==> src/rtl/snn_pkg.sv <==
// Shared definitions for the SNN output stage: steering codes and decoder state.
package snn_pkg;

  localparam logic [1:0] DIR_STOP  = 2'b00;
  localparam logic [1:0] DIR_LEFT  = 2'b01;
  localparam logic [1:0] DIR_RIGHT = 2'b10;
  localparam logic [1:0] DIR_FWD   = 2'b11;

  typedef enum logic {
    IDLE,
    COUNT
  } state_e;

endpackage

==> src/rtl/snn_motor_decoder_if.sv <==
// Command channel from the rate decoder to the motor controller.
interface snn_motor_decoder_if #(
  parameter int unsigned EXCNUM = 2,
  parameter int unsigned CNT_W  = 11
) ();

  logic                      cmd_valid;
  logic                      cmd_ready;
  logic [EXCNUM*CNT_W-1:0]   cmd_count;
  logic [1:0]                cmd_dir;
  logic                      overrun;

  modport master (
    output cmd_valid,
    output cmd_count,
    output cmd_dir,
    output overrun,
    input  cmd_ready
  );

  modport slave (
    input  cmd_valid,
    input  cmd_count,
    input  cmd_dir,
    input  overrun,
    output cmd_ready
  );

endinterface

==> src/rtl/snn_pwm_channel.sv <==
// One motor channel: duty register loaded from a window count, compared
// against the shared PWM counter.
module snn_pwm_channel #(
  parameter int unsigned CNT_W      = 11,
  parameter int unsigned PWM_W      = 8,
  parameter int unsigned DUTY_SHIFT = 2
) (
  input  logic             clk,
  input  logic             rst,
  input  logic             load,
  input  logic [CNT_W-1:0] count,
  input  logic [PWM_W-1:0] pwm_cnt_nxt,
  output logic             pwm_out
);

  localparam int unsigned MW = (CNT_W > PWM_W) ? CNT_W : PWM_W;
  localparam logic [MW-1:0] DUTY_MAX = MW'({PWM_W{1'b1}});

  logic [MW-1:0]    scaled_c;
  logic [PWM_W-1:0] duty_q, duty_d;
  logic             pwm_q, pwm_d;

  // Comparing against next-state values keeps pwm_out aligned with pwm_cnt/duty.
  always_comb begin
    scaled_c = MW'(count) >> DUTY_SHIFT;
    duty_d   = duty_q;
    if (load) begin
      duty_d = (scaled_c > DUTY_MAX) ? {PWM_W{1'b1}} : PWM_W'(scaled_c);
    end
    pwm_d = (pwm_cnt_nxt < duty_d);
  end

  always_ff @(posedge clk) begin
    if (rst) begin
      duty_q <= '0;
      pwm_q  <= 1'b0;
    end else begin
      duty_q <= duty_d;
      pwm_q  <= pwm_d;
    end
  end

  assign pwm_out = pwm_q;

endmodule

==> src/rtl/snn_motor_decoder.sv <==
// Rate decoder: counts output spikes per window, latches counts and a steering
// decision for the motor controller, and drives per-channel PWM.
module snn_motor_decoder
  import snn_pkg::*;
#(
  parameter int unsigned EXCNUM     = 2,
  parameter int unsigned WINDOW     = 1024,
  parameter int unsigned CNT_W      = 11,
  parameter int unsigned PWM_W      = 8,
  parameter int unsigned DUTY_SHIFT = 2,
  parameter int unsigned MIN_SPIKES = 4,
  parameter int unsigned DEADBAND   = 8
) (
  input  logic              clk,
  input  logic              rst,
  input  logic              en,
  input  logic [EXCNUM-1:0] spike_in,
  snn_motor_decoder_if.master cmd_if,
  output logic [EXCNUM-1:0] pwm_out
);

  localparam logic [CNT_W-1:0] CNT_MAX  = {CNT_W{1'b1}};
  localparam logic [CNT_W-1:0] WIN_LAST = CNT_W'(WINDOW - 1);

  state_e                   state_q, state_d;
  logic [CNT_W-1:0]         win_cnt_q, win_cnt_d;
  logic [CNT_W-1:0]         cnt_q [EXCNUM];
  logic [CNT_W-1:0]         cnt_d [EXCNUM];
  logic [CNT_W-1:0]         cnt_inc_c [EXCNUM];
  logic [EXCNUM*CNT_W-1:0]  cmd_count_q, cmd_count_d;
  logic [1:0]               cmd_dir_q, cmd_dir_d;
  logic                     cmd_valid_q, cmd_valid_d;
  logic                     overrun_q, overrun_d;
  logic [PWM_W-1:0]         pwm_cnt_q, pwm_cnt_d;
  logic                     tick_c, win_end_c, xfer_c;

  function automatic logic [1:0] dir_of(input logic [CNT_W-1:0] c0,
                                        input logic [CNT_W-1:0] c1);
    logic [CNT_W-1:0] diff;
    diff = (c0 > c1) ? (c0 - c1) : (c1 - c0);
    if ((c0 < CNT_W'(MIN_SPIKES)) && (c1 < CNT_W'(MIN_SPIKES))) return DIR_STOP;
    if (diff <= CNT_W'(DEADBAND)) return DIR_FWD;
    if (c0 > c1) return DIR_LEFT;
    return DIR_RIGHT;
  endfunction

  // en gates every tick, so the IDLE->COUNT step never changes what a tick does.
  always_comb begin
    state_d     = state_q;
    win_cnt_d   = win_cnt_q;
    cnt_d       = cnt_q;
    cmd_count_d = cmd_count_q;
    cmd_dir_d   = cmd_dir_q;
    pwm_cnt_d   = pwm_cnt_q;
    tick_c      = en;
    win_end_c   = tick_c && (win_cnt_q == WIN_LAST);
    xfer_c      = cmd_valid_q && cmd_if.cmd_ready;

    for (int i = 0; i < EXCNUM; i++) begin
      cnt_inc_c[i] = (spike_in[i] && (cnt_q[i] != CNT_MAX)) ? cnt_q[i] + CNT_W'(1) : cnt_q[i];
    end

    if ((state_q == IDLE) && en) state_d = COUNT;

    if (tick_c) begin
      pwm_cnt_d = pwm_cnt_q + PWM_W'(1);
      if (win_end_c) begin
        win_cnt_d = '0;
        for (int i = 0; i < EXCNUM; i++) begin
          cnt_d[i]                        = '0;
          cmd_count_d[i*CNT_W +: CNT_W]   = cnt_inc_c[i];
        end
        cmd_dir_d = dir_of(cnt_inc_c[0], cnt_inc_c[1]);
      end else begin
        win_cnt_d = win_cnt_q + CNT_W'(1);
        cnt_d     = cnt_inc_c;
      end
    end

    // A window end always wins over a same-cycle transfer: new payload stays valid.
    cmd_valid_d = win_end_c ? 1'b1 : (xfer_c ? 1'b0 : cmd_valid_q);
    overrun_d   = overrun_q || (win_end_c && cmd_valid_q && !cmd_if.cmd_ready);
  end

  always_ff @(posedge clk) begin
    if (rst) begin
      state_q     <= IDLE;
      win_cnt_q   <= '0;
      for (int i = 0; i < EXCNUM; i++) cnt_q[i] <= '0;
      cmd_count_q <= '0;
      cmd_dir_q   <= DIR_STOP;
      cmd_valid_q <= 1'b0;
      overrun_q   <= 1'b0;
      pwm_cnt_q   <= '0;
    end else begin
      state_q     <= state_d;
      win_cnt_q   <= win_cnt_d;
      cnt_q       <= cnt_d;
      cmd_count_q <= cmd_count_d;
      cmd_dir_q   <= cmd_dir_d;
      cmd_valid_q <= cmd_valid_d;
      overrun_q   <= overrun_d;
      pwm_cnt_q   <= pwm_cnt_d;
    end
  end

  for (genvar i = 0; i < EXCNUM; i++) begin : g_ch
    snn_pwm_channel #(
      .CNT_W      (CNT_W),
      .PWM_W      (PWM_W),
      .DUTY_SHIFT (DUTY_SHIFT)
    ) u_ch (
      .clk         (clk),
      .rst         (rst),
      .load        (win_end_c),
      .count       (cnt_inc_c[i]),
      .pwm_cnt_nxt (pwm_cnt_d),
      .pwm_out     (pwm_out[i])
    );
  end

  assign cmd_if.cmd_valid = cmd_valid_q;
  assign cmd_if.cmd_count = cmd_count_q;
  assign cmd_if.cmd_dir   = cmd_dir_q;
  assign cmd_if.overrun   = overrun_q;

endmodule

==> src/flat_wrapper.sv <==
// flat-port wrapper written by rule: the top's interface ports become plain ports
module snn_motor_decoder_flat import snn_pkg::*;
#(
  parameter int unsigned EXCNUM     = 2,
  parameter int unsigned WINDOW     = 1024,
  parameter int unsigned CNT_W      = 11,
  parameter int unsigned PWM_W      = 8,
  parameter int unsigned DUTY_SHIFT = 2,
  parameter int unsigned MIN_SPIKES = 4,
  parameter int unsigned DEADBAND   = 8
)
  (clk, rst, en, spike_in, pwm_out, cmd_if_cmd_valid, cmd_if_cmd_count, cmd_if_cmd_dir, cmd_if_overrun, cmd_if_cmd_ready);
  snn_motor_decoder_if #(.EXCNUM(EXCNUM), .CNT_W(CNT_W)) cmd_if_i ();
  input  logic clk;
  input  logic rst;
  input  logic en;
  input  logic [EXCNUM-1:0] spike_in;
  output logic [EXCNUM-1:0] pwm_out;
  output wire logic [$bits(cmd_if_i.cmd_valid)-1:0] cmd_if_cmd_valid;
  output wire logic [$bits(cmd_if_i.cmd_count)-1:0] cmd_if_cmd_count;
  output wire logic [$bits(cmd_if_i.cmd_dir)-1:0] cmd_if_cmd_dir;
  output wire logic [$bits(cmd_if_i.overrun)-1:0] cmd_if_overrun;
  input wire logic [$bits(cmd_if_i.cmd_ready)-1:0] cmd_if_cmd_ready;
  assign cmd_if_cmd_valid = cmd_if_i.cmd_valid;
  assign cmd_if_cmd_count = cmd_if_i.cmd_count;
  assign cmd_if_cmd_dir = cmd_if_i.cmd_dir;
  assign cmd_if_overrun = cmd_if_i.overrun;
  assign cmd_if_i.cmd_ready = cmd_if_cmd_ready;
  snn_motor_decoder #(.EXCNUM(EXCNUM), .WINDOW(WINDOW), .CNT_W(CNT_W), .PWM_W(PWM_W), .DUTY_SHIFT(DUTY_SHIFT), .MIN_SPIKES(MIN_SPIKES), .DEADBAND(DEADBAND)) u_core (.clk(clk), .rst(rst), .en(en), .spike_in(spike_in), .cmd_if(cmd_if_i), .pwm_out(pwm_out));
endmodule
==> config.mk <==
export PLATFORM = sky130hd
export DESIGN_NAME = snn_motor_decoder_flat
export DESIGN_NICKNAME = d
export VERILOG_FILES = /design/src/rtl/snn_pkg.sv /design/src/rtl/snn_motor_decoder_if.sv /design/src/rtl/snn_pwm_channel.sv /design/src/rtl/snn_motor_decoder.sv /design/src/flat_wrapper.sv
export SDC_FILE = /design/constraint.sdc
export NUM_CORES = 1
export LEC_CHECK = 0
export CORE_ASPECT_RATIO = 0.7
export CORE_MARGIN = 1
export CORE_UTILIZATION = 25
export CTS_BUF_LIST = sky130_fd_sc_hd__clkbuf_4 sky130_fd_sc_hd__clkbuf_8
export CTS_CLUSTER_SIZE = 30
export DETAILED_ROUTE_END_ITERATION = 8
export GPL_TIMING_DRIVEN = 0
export PLACE_DENSITY = 0.5
export SYNTH_ARGS = -nofsm -noshare
export SYNTH_HDL_FRONTEND = slang
export SYNTH_SLANG_ARGS = --single-unit
==> constraint.sdc <==
create_clock -name clk -period 4.5 [get_ports clk]
set_input_delay 0.675 -clock clk [delete_from_list [all_inputs] [get_ports clk]]
set_output_delay 0.675 -clock clk [all_outputs]
set_load 0.05 [all_outputs]
==> impl_metrics.env <==
export IMPL_clock_latency_ns=0.39
export IMPL_slew_viol_final=0
export IMPL_yosysMostFrequentCell="dfxtp_1"
export IMPL_first_global_vias=4278
export IMPL_cts_inserted_buffers=9
export IMPL_dr_total_vias=4614
export IMPL_rr_worst_depth=15
export IMPL_ys_seq_area_frac=0.342
export IMPL_synth_seq_cells=85
export IMPL_overflow=0
export IMPL_synthToLayoutAreaGrowth_pct=18.3
export IMPL_setup_worst_path_class="flip-flop to flip-flop"
export IMPL_drt_iter0_drc=377
export IMPL_max_freq_mhz=231
export IMPL_ant_nets=0
export IMPL_fin_area_mm2=0.00589
export IMPL_core_area_mm2=0.0192
export IMPL_p_int_mw=1.05
export IMPL_hold_viol_final=0
export IMPL_async_flop_share=0
export IMPL_route_detailed_wl_per_inst_um=17.3
export IMPL_nets=711
export IMPL_synth_nets=667
export IMPL_synth_ff_type="dfxtp_1"
export IMPL_layout_min_cycle_time_ns=4.33
export IMPL_root_buffer="clkbuf_8"
export IMPL_slew_headroom=0.396
export IMPL_drcViolationCount=0
export IMPL_start_util=0.260
export IMPL_run_status="complete, no violations"
export IMPL_vdd_ir_drop_max_v=0.000137
export IMPL_rows=42
export IMPL_cap_violations=0
export IMPL_grt_pass1_wl_mm=25.6
export IMPL_worstMarginPinSlew_ns=0.906
export IMPL_clock_skew_ns=0.0127
export IMPL_worstPathArrival_ns=4.66
export IMPL_final_setup_viol_count=0
export IMPL_combinationalPowerShare=0.111
export IMPL_power_mw=1.52
export IMPL_crit_start="u_core.cnt_q[12]"
export IMPL_post_cts_buffers=0
export IMPL_required_ns=4.83
export IMPL_ios=34
export IMPL_ys_top_cells_by_count="85 x dfxtp_1, 63 x nor2_1, 59 x a21oi_1, 59 x nand2_1, 41 x nand3_1"
export IMPL_p_sw_mw=0.470
export IMPL_drive_gt1_frac=0.0770
export IMPL_holdPathStages=2
export IMPL_holdBufCountCts=0
export IMPL_antenna_cells=0
export IMPL_rsz0062_at_grt="yes"
export IMPL_htree_levels=3
export IMPL_syn_area_per_cell_um2=7.95
export IMPL_yosys_cell_types_count=61
export IMPL_critical_path_max_fanout=6
export IMPL_die_area_mm2=0.0205
export IMPL_r2r_end="u_core.cmd_if.cmd_dir[0]"
export IMPL_start_kind="flip-flop"
export IMPL_min_period_over_period=0.962
export IMPL_p_seq_frac=0.504
export IMPL_worstHoldEndpoint="u_core.cmd_if.cmd_count[20]"
export IMPL_yosys_area_top_type="dfxtp_1"
export IMPL_r2r_setup_slack_ns=0.17
export IMPL_grt_use_total=0.166
export IMPL_first_pass_iters=5
export IMPL_port_buffers=32
export IMPL_place_hpwl_mm=12.1
export IMPL_path_clk_slew_ns=0.11
export IMPL_via_per_inst=4.91
export IMPL_regToRegStartpoint="u_core.cnt_q[12]"
export IMPL_ys_top_cells_by_area="dfxtp_1 34%, ha_1 8.8%, a21oi_1 5.9%, nor2_1 4.7%, nand2_1 4.4%"
export IMPL_synth_top_area_share=0.342
export IMPL_routed_wirelength_mm=16.3
export IMPL_hp_start="u_core.cmd_if.cmd_count[20]"
export IMPL_cts_num_sinks=85
export IMPL_fp_dieW_um=171
export IMPL_place_gp_congestion=0.860
export IMPL_min_path_type="flip-flop to flip-flop"
export IMPL_cp_end_kind="flip-flop"
export IMPL_cts_buffer_depth=2
export IMPL_grt_antenna_before_repair=0
export IMPL_power_density_mw_per_mm2=258
export IMPL_synth_edf_count=0
export IMPL_cts_tree="built"
export IMPL_die_h_um=120
export IMPL_grt_max_degree=20
export IMPL_power_leakage_nw=2.12
export IMPL_pwr_share_clk=0.386
export IMPL_yosys_warnings=0
export IMPL_netlist_instances=626
export IMPL_syn_area_mm2=0.00498
export IMPL_place_area_mm2=0.00564
export IMPL_sw_frac_of_total=0.309
-- sequential cells by signal (all words and copies together), names as in the netlist --
signal                    cells
u_core.cmd_if.cmd_count      22
u_core.cnt_q                 22
u_core.win_cnt_q             11
u_core.cmd_if.overrun         1
u_core.g_ch.u_ch.pwm_out      2
u_core.g_ch.u_ch.duty_q      16
u_core.cmd_if.cmd_valid       1
u_core.pwm_cnt_q              8
u_core.cmd_if.cmd_dir         2
-- critical path, stage by stage, from the launching register on --
cell and delay (ns):
dfxtp_2 0.40, ha_2 0.26, nand2_1 0.10, or3_1 0.35, buf_2 0.16, nand2_1 0.19, mux2i_4 0.33, ha_1 0.29
a21o_1 0.24, a221o_1 0.38, a221oi_2 0.30, nor2_1 0.11, or3_1 0.36, a211o_1 0.27, a2111oi_2 0.37, a211o_1 0.14
-- power groups by stage --
stage,clock network [mW],registers [mW],logic [mW]
after floorplan,0,0.781,0.116
after detailed placement,0,0.783,0.163
after global placement,0,0.782,0.163
after CTS,0.599,0.765,0.164
after global routing,0.631,0.767,0.187
final,0.586,0.766,0.168
-- cells in the final DEF, fill, tap and decap left out, types with 4 or more instances in the layout --
master / netlist / layout
a211oi_1: 13 / 13
a21oi_1: 59 / 59
a31oi_1: 9 / 8
and2_1: 5 / 5
and3_1: 7 / 7
and4_1: 4 / 4
buf_2: 4 / 5
clkbuf_1: 28 / 28
clkbuf_8: 0 / 9
clkdlybuf4s50_1: 0 / 32
dfxtp_1: 85 / 83
ha_1: 35 / 33
inv_1: 22 / 22
mux2_2: 5 / 5
nand2_1: 59 / 58
nand2b_1: 18 / 18
nand3_1: 41 / 41
nand4_1: 12 / 12
nor2_1: 63 / 63
nor2b_1: 15 / 15
nor3_1: 13 / 13
o21a_1: 5 / 5
o21ai_0: 25 / 25
or3_1: 7 / 6
xnor2_1: 17 / 17
xor2_1: 17 / 17
-- cell type report --
type / count / area [um2]
well taps: 264 / 330
clock buffers: 9 / 124
fillers: 2091 / 13300
inverters: 22 / 82.6
repair buffers: 33 / 325
clock inverters: 7 / 83.8
plain buffers: 38 / 166
flip-flops and latches: 85 / 1700
multi-input cells: 481 / 3070
-- per-layer routing --
metal | share of wire | global-route usage
met1 | 0.54 | 0.259
met2 | 0.38 | 0.225
met3 | 0.068 | 0.0346
met4 | 0.010 | 0.0338
met5 | 0 | 0
-- stage by stage --
step	worst slack, ns	cells	setup TNS, ns	utilization	hold WS (ns)
after floorplan	0.630	626	0	-	0.447
after global placement	-0.756	922	-1.17	0.294	0.450
after detailed placement	-0.399	923	-0.421	0.294	0.449
after CTS	0.0414	939	0	0.305	0.472
after global routing	-0.0230	939	-0.0299	0.307	0.478
final	0.173	939	0	0.307	0.463
-- cell families (layout without fill, tap and decap cells) --
logic type      count (synthesis)  in the layout  synth area share
flops                          85             85             0.342
compound gates                139            139             0.173
xor+xnor                       34             34            0.0598
fa+ha+maj                      36             36            0.0899
simple gates                  263            263             0.266
buf+inv                        60            109            0.0500
mux                             9              9            0.0193
-- how the worst max path moves through the flow --
stage / to / slack [ns] / depth (start not counted)
final: u_core.cmd_if.cmd_dir[0] / 0.17 / 15
after global routing: u_core.cmd_if.cmd_dir[0] / -0.02 / 15
after CTS: u_core.cmd_if.cmd_dir[0] / 0.04 / 15
after detailed placement: u_core.cmd_if.cmd_dir[0] / -0.40 / 13
after global placement: u_core.cmd_if.cmd_dir[0] / -0.76 / 13
after floorplan: u_core.cmd_if.cmd_dir[0] / 0.63 / 15
-- repair_timing --
action                                  in CTS  in global routing
gates resized for setup                      2                  9
cloned                                       0                  0
endpoints found under the setup margin       1                  2
(Power assumes the default switching activity.)
